<file path="config.mk">
export PLATFORM = sky130hd
export DESIGN_NAME = irq_ack_sequencer
export DESIGN_NICKNAME = d
export VERILOG_FILES = /design/src/rtl/irq_ack_sequencer.sv
export SDC_FILE = /design/constraint.sdc
export NUM_CORES = 1
export LEC_CHECK = 0
export BUFFER_PORTS_ARGS = -buffer_cell sky130_fd_sc_hd__buf_2
export CAP_MARGIN = 0
export CORE_ASPECT_RATIO = 0.6
export CORE_UTILIZATION = 53
export CTS_BUF_LIST = sky130_fd_sc_hd__clkbuf_16
export DETAILED_ROUTE_END_ITERATION = 8
export PLACE_DENSITY_LB_ADDON = 0.05
export SLEW_MARGIN = 0
export SYNTH_ARGS = -nofsm -noshare
export SYNTH_HDL_FRONTEND = slang
export SYNTH_SLANG_ARGS = --single-unit
</file>
<file path="constraint.sdc">
create_clock -name i_clk -period 2.95 [get_ports i_clk]
set_input_delay 0.295 -clock i_clk [delete_from_list [all_inputs] [get_ports i_clk]]
set_output_delay 0.295 -clock i_clk [all_outputs]
set_load 0.05 [all_outputs]
</file>
<file path="src/rtl/irq_ack_sequencer.sv">
// Edge-captured 3-bus interrupt arbiter: request edge -> vector valid in 3 edges, back-to-back 3 cycles apart; vector held until vec_ready or timeout.
// Optional per-channel masking with IRQ_MASK_EN (masked bits still latch pending but cannot win).
module irq_ack_sequencer #(
    parameter int NCH         = 9,
    parameter int ACK_TIMEOUT = 15
) (
    input  logic           i_clk,
    input  logic           i_rst,
    input  logic [NCH-1:0] i_req_a,
    input  logic [NCH-1:0] i_req_b,
    input  logic [NCH-1:0] i_req_c,
`ifdef IRQ_MASK_EN
    input  logic [NCH-1:0] i_mask_a,
    input  logic [NCH-1:0] i_mask_b,
    input  logic [NCH-1:0] i_mask_c,
`endif
    output logic           o_irq,
    output logic           o_vec_valid,
    input  logic           i_vec_ready,
    output logic [1:0]     o_vec_bus,
    output logic [3:0]     o_vec_chan,
    output logic [NCH-1:0] o_pend_a,
    output logic [NCH-1:0] o_pend_b,
    output logic [NCH-1:0] o_pend_c,
    output logic           o_timeout
);

    localparam int NL = 3 * NCH;
    localparam int CW = (ACK_TIMEOUT > 0) ? $clog2(ACK_TIMEOUT + 1) : 1;
    localparam logic [CW-1:0] TO_LAST = CW'(ACK_TIMEOUT - 1);

    typedef enum logic [1:0] {
        IDLE    = 2'd0,
        RESOLVE = 2'd1,
        PRESENT = 2'd2
    } state_t;

    state_t          r_state;
    logic [NL-1:0]   r_prev;
    logic [NL-1:0]   r_pend;
    logic            r_vec_valid;
    logic [1:0]      r_vec_bus;
    logic [3:0]      r_vec_chan;
    logic [CW-1:0]   r_cnt;
    logic            r_timeout;

    logic [NL-1:0]   w_req;
    logic [NL-1:0]   w_mask;
    logic [NL-1:0]   w_elig;
    logic [NL-1:0]   w_clr;
    logic            w_hs;
    logic            w_to_hit;
    logic            w_found;
    logic [1:0]      w_win_bus;
    logic [3:0]      w_win_chan;

    // Flat index ordering {C,B,A}: the lowest set index is the highest priority.
    assign w_req = {i_req_c, i_req_b, i_req_a};
`ifdef IRQ_MASK_EN
    assign w_mask = {i_mask_c, i_mask_b, i_mask_a};
`else
    assign w_mask = '1;
`endif
    assign w_elig   = r_pend & w_mask;
    assign w_hs     = r_vec_valid & i_vec_ready;
    assign w_to_hit = (ACK_TIMEOUT > 0) && (r_cnt == TO_LAST);

    always_comb begin
        w_found    = 1'b0;
        w_win_bus  = 2'd0;
        w_win_chan = 4'd0;
        for (int i = NL - 1; i >= 0; i--) begin
            if (w_elig[i]) begin
                w_found    = 1'b1;
                w_win_bus  = 2'(i / NCH);
                w_win_chan = 4'(i % NCH);
            end
        end
    end

    always_comb begin
        w_clr = '0;
        for (int i = 0; i < NL; i++) begin
            w_clr[i] = w_hs && (i == int'(r_vec_bus) * NCH + int'(r_vec_chan));
        end
    end

    // A fresh edge on the bit being acknowledged keeps it pending.
    always_ff @(posedge i_clk) begin
        if (i_rst) begin
            r_prev <= '0;
            r_pend <= '0;
        end else begin
            r_prev <= w_req;
            r_pend <= (r_pend & ~w_clr) | (w_req & ~r_prev);
        end
    end

    always_ff @(posedge i_clk) begin
        if (i_rst) begin
            r_state     <= IDLE;
            r_vec_valid <= 1'b0;
            r_vec_bus   <= 2'd0;
            r_vec_chan  <= 4'd0;
            r_cnt       <= '0;
            r_timeout   <= 1'b0;
        end else begin
            r_timeout <= 1'b0;
            case (r_state)
                IDLE: begin
                    if (o_irq) r_state <= RESOLVE;
                end
                RESOLVE: begin
                    if (w_found) begin
                        r_vec_bus   <= w_win_bus;
                        r_vec_chan  <= w_win_chan;
                        r_cnt       <= '0;
                        r_vec_valid <= 1'b1;
                        r_state     <= PRESENT;
                    end else begin
                        r_state <= IDLE;
                    end
                end
                PRESENT: begin
                    if (i_vec_ready) begin
                        r_vec_valid <= 1'b0;
                        r_state     <= IDLE;
                    end else if (w_to_hit) begin
                        r_vec_valid <= 1'b0;
                        r_timeout   <= 1'b1;
                        r_state     <= IDLE;
                    end else begin
                        r_cnt <= r_cnt + CW'(1);
                    end
                end
                default: begin
                    r_vec_valid <= 1'b0;
                    r_state     <= IDLE;
                end
            endcase
        end
    end

    assign o_irq       = |w_elig;
    assign o_vec_valid = r_vec_valid;
    assign o_vec_bus   = r_vec_bus;
    assign o_vec_chan  = r_vec_chan;
    assign o_pend_a    = r_pend[NCH-1:0];
    assign o_pend_b    = r_pend[2*NCH-1:NCH];
    assign o_pend_c    = r_pend[3*NCH-1:2*NCH];
    assign o_timeout   = r_timeout;

endmodule

</file>
# Word level (Yosys, flattened, before mapping)
# Index checks and enable logic that the tools add are counted.
dict set report op_classes {
  addsub 2
  multipliers 1
  n_eq_ne 34
  mux 95
  bitwise 8
  reduce_logical 36
}
# op n
set ops {}
lappend ops {{$eq A6 B32 Y1 const A} 10}
lappend ops {{$eq A5 B32 Y1 const A} 8}
lappend ops {{$eq A4 B32 Y1 const A} 4}
lappend ops {{$mux W4} 30}
lappend ops {{$eq A3 B32 Y1 const A} 2}
lappend ops {{$mux W2} 31}
lappend ops {{$and A27 B27 Y27} 2}
lappend ops {{$not A27 Y27} 2}
lappend ops {{$eq A2 B32 Y1 const A} 1}
lappend ops {{$logic_not A32 Y1} 1}
lappend ops {{$mux W1} 31}
lappend ops {{$logic_and A1 B1 Y1} 27}
lappend ops {{$or A27 B27 Y27} 1}
lappend ops {{$reduce_or A27 Y1} 1}
lappend ops {{$ne A2 B2 Y1 const B} 4}
lappend ops {{$pmux W4 S2} 1}
lappend ops {{$add A6 B4 Y7} 1}
lappend ops {{$eq A5 B7 Y1 const A} 1}
lappend ops {{$mul A2 B4 Y6 const B} 1}
lappend ops {{$pmux W2 S3} 1}
lappend ops {{$add A4 B1 Y4 const B} 1}
lappend ops {{$eq A4 B4 Y1 const B} 1}
lappend ops {{$reduce_and A2 Y1} 2}
lappend ops {{$reduce_and A4 Y1} 1}
lappend ops {{other kinds (10)} 11}
dict set report totals {
  regBits 68
  inputBits 30
  output_inout_bits 36
  word_cells 184
}

# Longest topological paths before layout
# Gate-level depths: netlist of run 1.
dict set report logic_depth {
  ltp_word 29
  mapped_depth 8
  depth_no_buf 8
}

# Least setup slack after synthesis of run 1
# Ideal clock, no wire load.
dict set report synth_path {
  path_kind {reg-to-reg}
  startpoint {reg r_vec_bus[1], in the netlist o_vec_bus[1]}
  endpoint {reg r_pend[3]}
  setup_ps 132
  arrival_time_ps 2639
  required_time_ps 2818
  slack_ps 179
  path_stages_with_launch 9
  n_path_buf 0
  synth_period_minus_slack_ps 2771
  cell_sequence {dfxtp_1 -> ha_1 -> ha_1 -> fa_1 -> xnor2_1 -> nand2b_1 -> nand4b_1 -> o21ai_0 -> a21oi_1}
}
dict set report synth_via {
  elab_chain_len 7
}
# item line_no
set synth_rtl {}
lappend synth_rtl {{from (decl)} 42} ;# logic [1:0] r_vec_bus;
lappend synth_rtl {{from (signal assigned)} 115} ;# r_vec_bus <= w_win_bus;
lappend synth_rtl {{$mul A2 B4 Y6} 84} ;# w_clr[i] = w_hs && (i == int'(r_vec_bus) * NCH + int'(r_vec_chan));
lappend synth_rtl {{$add A6 B4 Y7} 84}
lappend synth_rtl {{$eq A3 B32 Y1} 84}
lappend synth_rtl {{$logic_and A1 B1 Y1} 84}
lappend synth_rtl {{$not A27 Y27} 95} ;# r_pend <= (r_pend & ~w_clr) | (w_req & ~r_prev);
lappend synth_rtl {{$and A27 B27 Y27} 95}
lappend synth_rtl {{$or A27 B27 Y27} 95}
lappend synth_rtl {{to (signal assigned)} 95}
lappend synth_rtl {{to (decl)} 40} ;# logic [NL-1:0] r_pend;
# No other way between the ends.
# A chain may end at the register's enable or synchronous reset.

# Worst setup path after layout of run 1
dict set report layout_path {
  startpoint {reg r_vec_bus[1], in the netlist o_vec_bus[1]}
  endpoint {reg r_pend[4]}
}
dict set report layout_via {
  elab_chain_len 7
}
# item line_no
set layout_rtl {}
lappend layout_rtl {{$mul A2 B4 Y6} 84}
lappend layout_rtl {{$add A6 B4 Y7} 84}
lappend layout_rtl {{$eq A4 B32 Y1} 84}
lappend layout_rtl {{$logic_and A1 B1 Y1} 84}
lappend layout_rtl {{$not A27 Y27} 95}
lappend layout_rtl {{$and A27 B27 Y27} 95}
lappend layout_rtl {{$or A27 B27 Y27} 95}
# No other way between the ends.

==> impl_metrics.tcl, run 1 <==
set metrics [dict create \
    grt_use_total_pct 26.20 \
    rrSetupSlack_ns 0.27 \
    io_buffers 65 \
    clkTransAtPathRegs_ns 0.05 \
    drt-wirelength-per-cell_um 16.02 \
    fin_area_sq_um 3602 \
    cts_buffers 9 \
    grt-ovfl-total 0 \
    period_minus_slack_ns 2.676 \
    die_w_um 98.24 \
    areaGrowthSynthToFinish_pct 22.30 \
    final_core_util_pct 69.21 \
    fmax_mhz 373.7 \
    r2r-end "r_pend[4]" \
    final_cell_mix "68 x dfxtp_1, 65 x buf_2, 33 x a21oi_1" \
    clock_sinks 68 \
    postSynthCellCount 311 \
    final_common_cell "dfxtp_1" \
    yosysWarnings 0 \
    die-area_sq_um 5869 \
    skew_ns 0.005669 \
    root_buffer "clkbuf_16" \
    cts_max_level 3 \
    drc_errors 4 \
    vias 2576 \
    core_sq_um 5205 \
    violations "design-rule violations" \
    place_congestion 0.8527 \
    start_util_pct 56.59 \
    synth-main-ff-cell "dfxtp_1" \
    required_ns 3.15 \
    worstHoldStart "i_req_c[4]" \
    hold_depth 2 \
    clk_latency_ns 0.33 \
    drive_above_1_share_pct 24.02 \
    cap_violations 0 \
    layout.nets 419 \
    worstMarginPinSlew_ns 0.7544 \
    drv_slew 0 \
    synth_nets 350 \
    setup_violations 0 \
    slew_headroom_pct 49.71 \
    cts_tree "built" \
    synthTopCellsByArea "dfxtp_1 46%, nand2b_1 6.8%, nor2b_1 6.2%" \
    netlist-cell-type-count 42 \
    post-cts-setup-buffers 0 \
    end_kind "flop" \
    synth_enable_flop_cells 0 \
    crit_arrival_ns 2.88 \
    rsz0062_at_grt "false" \
    cts-resized-gates 0 \
    firstDrtPassIters 7 \
    synthesis.area_sq_um 2945 \
    yosysSeqAreaShare_pct 46.22 \
    hold_path_end "r_prev[22]" \
    ctsHoldBuffers 0 \
    period_share_pct 90.70 \
    die_h_um 59.75 \
    status "finished with violations" \
    worstSetupStartpointType "flop" \
    power_density_nw_per_um2 670.0 \
    timing.rr.start "o_vec_bus[1]" \
    irDropWorstVdd_v 0.0003951 \
    clk_path_buf_depth 2 \
    synthArstFlopShare_pct 0 \
    place_area_sq_um 3323 \
    drtAntennaViolNets 0 \
    critPathMaxFanout 7 \
    hold_violations 0 \
    antenna_found_initial 0 \
    grt_pass1_vias 2247 \
    grt_first_pass_wirelength_um 11400 \
    io-pin-count 66 \
    p_leak_nw 1.510 \
    wirelength_um 7191 \
    routed_via_density 5.737 \
    ff2ff_path_depth 8 \
    dpl.hpwl_um 5120 \
    grt_max_degree 43 \
    critical_path_class "flop to flop" \
    rows 20 \
    drt_iter0_markers 172 \
    synth_seq_cells 68 \
    yosys.area.top_type_share_pct 46.22 \
    setup_tns_ns 0 \
    syn_area_per_cell_sq_um 9.470 \
    synth_area_leader_cell "dfxtp_1" \
    antenna_cells 0 \
    hold_class "primary input to flop" \
]
worst max-delay path, cell delays in order, from the launching register on:
cell	delay (ns)
dfxtp_1	0.40
ha_1	0.26
ha_1	0.21
fa_1	0.45
xnor2_2	0.34
nand2_1	0.19
nand4b_1	0.35
o21ai_0	0.26
a21oi_1	0.09
kinds of logic after synthesis:
family          Yosys count  share of synthesized area (%)
buf+inv                  15                          2.167
flops                    68                          46.22
simple gates            132                          27.91
fa+ha+maj                 9                          4.078
xor+xnor                  4                          1.190
compound gates           83                          18.44
registers in the layout (all words and copies together) (netlist names):
register and count:
o_timeout 1, r_prev 27, r_state 2, o_vec_valid 1, r_cnt 4, o_vec_chan 4
o_vec_bus 2, r_pend 27
metal layers:
layer / wire length (um) / vias up / track usage [%]
met5: 0 / - / 0
met2: 2971 / 98 / 35.92
met1: 3558 / 1193 / 38.61
met4: 80 / 0 / 9.595
li1: - / 1276 / -
met3: 580 / 9 / 7.602
per-stage QoR:
stage                     instances  power [mW]  setup slack (ns)  hold WS [ns]
after floorplan                 311       1.328            0.1786        0.4167
after global placement          435       1.432            0.2880        0.4308
after detailed placement        435       1.439            0.1744        0.4371
after CTS                       449       2.425            0.1308        0.1864
after global routing            449       2.500           0.03220        0.1860
final                           449       2.413            0.2743        0.1953
layout make-up:
class / instances / area, sq um
fill: 440 / 1603
multi-input combinational: 228 / 1528
sequential: 68 / 1361
timing repair buffer: 66 / 332.8
clock buffer: 9 / 225.2
tap: 66 / 82.58
clock inverter: 5 / 46.29
inverter: 7 / 26.28
synthesized netlist by cell type (2+ instances only):
cell	number
dfxtp_1	68
a21oi_1	33
nand2b_1	32
nor2b_1	29
o21ai_0	20
nor2_1	19
nor3_1	13
nand2_1	11
ha_1	8
o31ai_1	8
clkbuf_1	7
inv_1	7
a311oi_1	5
nand4_1	5
nor4_1	4
o41ai_1	4
a31oi_1	3
nand3_1	3
nor4_2	3
nand4b_1	2
nor4_4	2
o31a_1	2
or4_1	2
xnor2_1	2
xor2_1	2
worst max-delay path by stage:
stage,start,endpoint,slack [ns],cells past startpoint
after global placement,o_vec_bus[1],r_pend[7],0.29,8
after floorplan,o_vec_bus[1],r_pend[3],0.18,8
after detailed placement,o_vec_bus[1],r_pend[5],0.17,8
final,o_vec_bus[1],r_pend[4],0.27,8
after global routing,o_vec_bus[1],r_pend[25],0.03,7
after CTS,o_vec_bus[1],r_pend[6],0.13,8
power by group:
part,internal [mW],total [mW],switching [mW]
Clock,0.633,0.988,0.355
Sequential,0.978,1.04,0.0655
Combinational,0.127,0.382,0.255
Total,1.74,2.41,0.676
(Power assumes the default switching activity.)
==> inputs of run 2 (changes only) <==
Settings changed: ABC_AREA set to 1, CORE_UTILIZATION 53 to 54.
==> run 2 against run 1 <==
  * The flow still finishes with violations (design-rule violations)
  * Worst setup slack better by 0.25 ns
  * Die area up 0.27%
  * Non-clock buffer count up 2
  * Utilization up 1.0 points
  * Global-route usage up 1.7 points
  * Combinational power up 9.2%
  * Via count up 12%
  * Register-to-register slack better by 0.25 ns
  * Sequential power about the same
  * Final area up 1.5%
  * Sequential share of layout area down 0.54 points
  * Sequential cell count unchanged
==> impl_metrics.tcl, run 2 <==
set metrics [dict create \
    synth-main-ff-cell "dfxtp_1" \
    root_buffer "clkbuf_16" \
    clk_latency_ns 0.32 \
    final_cell_mix "106 x nor2_1, 72 x inv_1, 70 x nand2_1" \
    dp_slack_ns 0.5519 \
    synthTopCellsByCount "106 x nor2_1, 70 x inv_1, 70 x nand2_1" \
    critical_path_class "flop to flop" \
    place_area_sq_um 3405 \
    clkTransAtPathRegs_ns 0.05 \
    violations "design-rule violations" \
    setup_violations 0 \
    status "finished with violations" \
    start_util_pct 57.81 \
    slew_headroom_pct 56.41 \
    cap_violations 0 \
    io_buffers 65 \
    die_h_um 59.83 \
    routed_via_density 5.090 \
    drtAntennaViolNets 0 \
    synthTopCellsByArea "dfxtp_1 45%, nor2_1 13%, inv_1 8.7%" \
    clock_sinks 68 \
    clk_path_buf_depth 2 \
    p_leak_nw 1.875 \
    die-area_sq_um 5885 \
    layout.nets 535 \
    firstDrtPassIters 7 \
    antenna_cells 0 \
    period_share_pct 82.30 \
    grt_first_pass_wirelength_um 12230 \
    cts_buffers 9 \
    io-pin-count 66 \
    power_density_nw_per_um2 646.7 \
    skew_ns 0.003867 \
    cts_max_level 3 \
    synth_area_leader_cell "dfxtp_1" \
    irDropWorstVdd_v 0.0004445 \
    hold_class "primary input to flop" \
    synth.most_common_cell "nor2_1" \
    synth_enable_flop_cells 0 \
    ctsHoldBuffers 0 \
    max_stage_delay_ns 0.44 \
    place_congestion 0.9374 \
    total_power_mw 2.364 \
    worstSetupStartpointType "flop" \
    core_sq_um 5205 \
    synth_nets 465 \
    worstMarginPinSlew_ns 0.6539 \
    yosysSeqAreaShare_pct 45.24 \
    fmax_mhz 411.9 \
    areaGrowthSynthToFinish_pct 21.46 \
    drt_iter0_markers 263 \
    critPathMaxFanout 4 \
    regArea_sq_um 1361 \
    rows 20 \
    fillers 449 \
    path_cells "ha_1 -> ha_1 -> fa_1 -> xor2_1 -> or2_2 -> nor2_1 -> nand2_1 -> a21oi_1 -> nor2_1" \
    dp_cells 551 \
    grt_use_total_pct 27.94 \
    slowest_stage "fa_1" \
    end_kind "flop" \
    yosysWarnings 0 \
    yosys.area.top_type_share_pct 45.24 \
    dpl.hpwl_um 5804 \
    final_common_cell "nor2_1" \
    period_minus_slack_ns 2.428 \
    postSynthCellCount 426 \
    top_regs "r_pend: 27 flops, r_prev: 27 flops" \
    cts_tree "built" \
    worst_hold_slack_ns 0.1671 \
    grt-ovfl-total 0 \
    die_w_um 98.37 \
    wirelength_um 7532 \
    final_core_util_pct 70.22 \
    fin_area_sq_um 3655 \
    cts-resized-gates 0 \
    grt_max_degree 65 \
    synthesis.area_sq_um 3009 \
    multiInputGateArea_sq_um 1339 \
    synthArstFlopShare_pct 0 \
    fin_cells 566 \
    antenna_found_initial 0 \
    post-cts-setup-buffers 0 \
    drt-wirelength-per-cell_um 13.31 \
    drv_slew 0 \
    required_ns 3.13 \
    rsz0062_at_grt "false" \
    netlist-cell-type-count 34 \
    drc_errors 3 \
    hold_violations 0 \
    layout_setup_ws_ns 0.5223 \
    syn_area_per_cell_sq_um 7.064 \
    drive_above_1_share_pct 19.60 \
    synth_seq_cells 68 \
    vias 2881 \
    grt_pass1_vias 2573 \
    crit_arrival_ns 2.61 \
    setup_tns_ns 0 \
]
[run 2: changes by cell type in the layout (fill, tap and decap cells not counted), sizes merged, moves of 6 or more]
cell / change
o21ai: -15
nor2: +95
inv: +67
o31ai: -6
nor4: -7
nor2b: -30
nand2b: -32
nand2: +60
[run 2: cells by family (layout without fill, tap and decap cells)]
group	count (synthesis)	in the layout	synth area share, %
and+or+nand+nor	216	216	30.52
buffers and inverters	82	156	10.27
DFF	68	68	45.24
AOI/OAI and AO/OA	49	49	9.397
adders and majority gates	9	9	3.992
xor gates and xnor gates	2	2	0.5822
[run 2: final timing paths]
kind,start,end,slack (ns),depth (start not counted)
worst max register to register,o_vec_bus[1],r_pend[2],0.52,9
worst max-delay path,o_vec_bus[1],r_pend[2],0.52,9
worst min register to register,r_prev[15],r_pend[15],0.42,1
worst min-delay path,i_vec_ready,o_timeout,0.17,2
[run 2: cell type report]
cell class	count	area share [%]
clock buffers	9	6.162
inverters	73	7.497
multi-input cells	276	36.63
repair buffers	68	9.517
well taps	66	2.259
flip-flops and latches	68	37.25
clock inverters	6	0.6847
[run 2: critical path, delay by kind of cell, from the launching register on]
kind,cells,cell delay [ns]
and+or+nand+nor,4,0.63
DFF,1,0.40
xor gates and xnor gates,1,0.20
adders and majority gates,3,0.93
AOI/OAI and AO/OA,1,0.14
[run 2: power by group]
part,internal (mW),switching (mW)
registers,0.982,0.0561
logic,0.119,0.298
clock network,0.547,0.362
[run 2: layer usage]
metal  global-route usage [%]  up-vias  routed length [um]
met5                        0        -                   0
met4                    10.02        0                  96
met3                    7.018        9                 739
met2                    39.13      129                2913
met1                    41.32     1284                3783
li1                         -     1459                   -
==> inputs of run 3 (changes only) <==
Settings changed: CORE_UTILIZATION 54 to 48.
Clock period 2.95 ns to 2.14 ns, I/O delays scaled along.
==> run 3 against run 2 <==
  * The flow finishes with violations (negative setup slack)
  * Non-clock buffer count is 8 higher
  * Sequential power up 38%
  * Final area increased by 8.3%
  * Sequential share of layout area shrank 2.5 points
  * Maximum frequency is 12% higher
==> impl_metrics.tcl, run 3 (synthesized netlist as in run 2, its figures left out) <==
set metrics [dict create \
    dp_cells 571 \
    critPathBufInv 0 \
    irDropWorstVdd_v 0.0004408 \
    die_h_um 63.33 \
    antenna_found_initial 0 \
    worstMarginPinSlew_ns 0.6389 \
    routed_via_density 4.978 \
    power_density_nw_per_um2 861.4 \
    power_frac_comb_pct 18.2 \
    final_common_cell "nor2_1" \
    drive_above_1_share_pct 30.84 \
    cap_violations 0 \
    pwr-share-seq_pct 42.0 \
    layout.nets 543 \
    rsz0062_at_grt "true" \
    grt_max_degree 65 \
    firstDrtPassIters 6 \
    p_switching_mw 1.084 \
    clk_path_buf_depth 2 \
    p_clk_share_pct 39.8 \
    total_power_mw 3.408 \
    drtAntennaViolNets 0 \
    grt-ovfl-total 0 \
    critical_path_class "flop to flop" \
    multiInputGateArea_sq_um 1520 \
    hold_class "primary input to flop" \
    regArea_sq_um 1376 \
    die-area_sq_um 6600 \
    critPathMaxFanout 4 \
    status "finished with violations" \
    period_minus_slack_ns 2.173 \
    layout_setup_ws_ns -0.03287 \
    violations "negative setup slack" \
    drv_slew 0 \
    antenna_cells 0 \
    vias 2932 \
    grt_use_met3_pct 6.522 \
    period_share_pct 101.5 \
    p_leak_nw 1.916 \
    path_cells "ha_4 -> ha_4 -> fa_2 -> xor2_4 -> or2_4 -> nor2_2 -> nand2_1 -> a21oi_2 -> nor2_1" \
    rows 21 \
    areaGrowthSynthToFinish_pct 31.48 \
    wirelength_um 8050 \
    clkTransAtPathRegs_ns 0.06 \
    dpl.hpwl_um 5816 \
    path_common_cell "ha_4" \
    fmax_mhz 460.2 \
    required_ns 2.33 \
    grt_pass1_vias 2624 \
    worstSetupStartpointType "flop" \
    place_congestion 0.9278 \
    grt_first_pass_wirelength_um 12850 \
    fin_cells 589 \
    setup_violations 2 \
    met2_usage_pct 35.00 \
    top_usage_layer "met1" \
    fillers 509 \
    cts_buffers 9 \
    met1_usage_pct 38.73 \
    io_buffers 65 \
    final_cell_mix "92 x nor2_1, 67 x inv_1, 65 x buf_2" \
    drt-wirelength-per-cell_um 13.67 \
    ctsHoldBuffers 0 \
    cts_max_level 3 \
    io-pin-count 66 \
    die_w_um 104.2 \
    skew_ns 0.007085 \
    worst_hold_slack_ns 0.08033 \
    end_kind "flop" \
    core_sq_um 5807 \
    top_regs "r_pend: 27 flops, r_prev: 27 flops" \
    p_int_mw 2.324 \
    hold_violations 0 \
    cts_tree "built" \
    slowest_stage "fa_2" \
    drc_errors 0 \
    root_buffer "clkbuf_16" \
    grt_use_total_pct 25.56 \
    dp_slack_ns -0.1556 \
    slew_headroom_pct 57.41 \
    drt_iter0_markers 250 \
    max_stage_delay_ns 0.41 \
    switching_share_pct 31.81 \
    clk_latency_ns 0.33 \
    crit_arrival_ns 2.37 \
    crit_family "adder cells" \
    clock_sinks 68 \
    start_util_pct 51.82 \
]
-- run 3: metrics by stage --
step,setup TNS (ns),area [sq um],util [%]
4_1_cts,0,3829,65.93
2_1_floorplan,0,3038,-
3_3_place_gp,-0.5313,3496,60.20
6_report,-0.03737,3956,68.13
3_5_place_dp,-1.868,3496,60.20
5_1_grt,-1.342,3956,68.13
-- run 3: final cells by class --
| class | count | share of cell area (%) |
|---|---|---|
| Clock buffer | 9 | 5.693 |
| Clock inverter | 7 | 1.233 |
| Inverter | 73 | 6.926 |
| Multi-Input combinational cell | 276 | 38.43 |
| Sequential cell | 68 | 34.79 |
| Tap cell | 80 | 2.530 |
| Timing Repair Buffer | 76 | 10.40 |
-- run 3: final timing paths --
path,slack [ns],start,cells past startpoint,end
worst max register to register,-0.03,o_vec_bus[1],9,r_pend[19]
worst max-delay path,-0.03,o_vec_bus[1],9,r_pend[19]
worst min-delay path,0.08,i_vec_ready,2,o_timeout
worst min register to register,0.43,r_prev[15],1,r_pend[15]
-- run 3: power groups by stage --
| stage | sequential (mW) | clock [mW] | combinational [mW] |
|---|---|---|---|
| final | 1.43 | 1.36 | 0.621 |
| after global routing | 1.44 | 1.44 | 0.682 |
| after detailed placement | 1.45 | 0 | 0.588 |
| after floorplan | 1.61 | 0 | 0.264 |
| after CTS | 1.42 | 1.37 | 0.602 |
| after global placement | 1.45 | 0 | 0.580 |
-- run 3: per-layer routing --
metal / share of wire, % / wire (um) / up-vias
met3: 7.9 / 634 / 12
met1: 51 / 4108 / 1334
li1: - / - / 1478
met4: 1.1 / 89 / 0
met5: 0 / 0 / -
met2: 40 / 3217 / 108
-- run 3: what timing repair did --
| item | 4_1_cts | 5_1_grt |
|---|---|---|
| endpoints found under the setup margin | 26 | 28 |
| pin swaps | 7 | 10 |
| gates resized for setup | 11 | 34 |
| setup buffers | 2 | 0 |
-- run 3: worst register-to-register path: cells and delay by family, from the launching register on --
| kind | cells | cell delay, ns |
|---|---|---|
| flops | 1 | 0.35 |
| fa+ha+maj | 3 | 0.81 |
| compound gates | 1 | 0.13 |
| xor+xnor | 1 | 0.18 |
| simple gates | 4 | 0.57 |
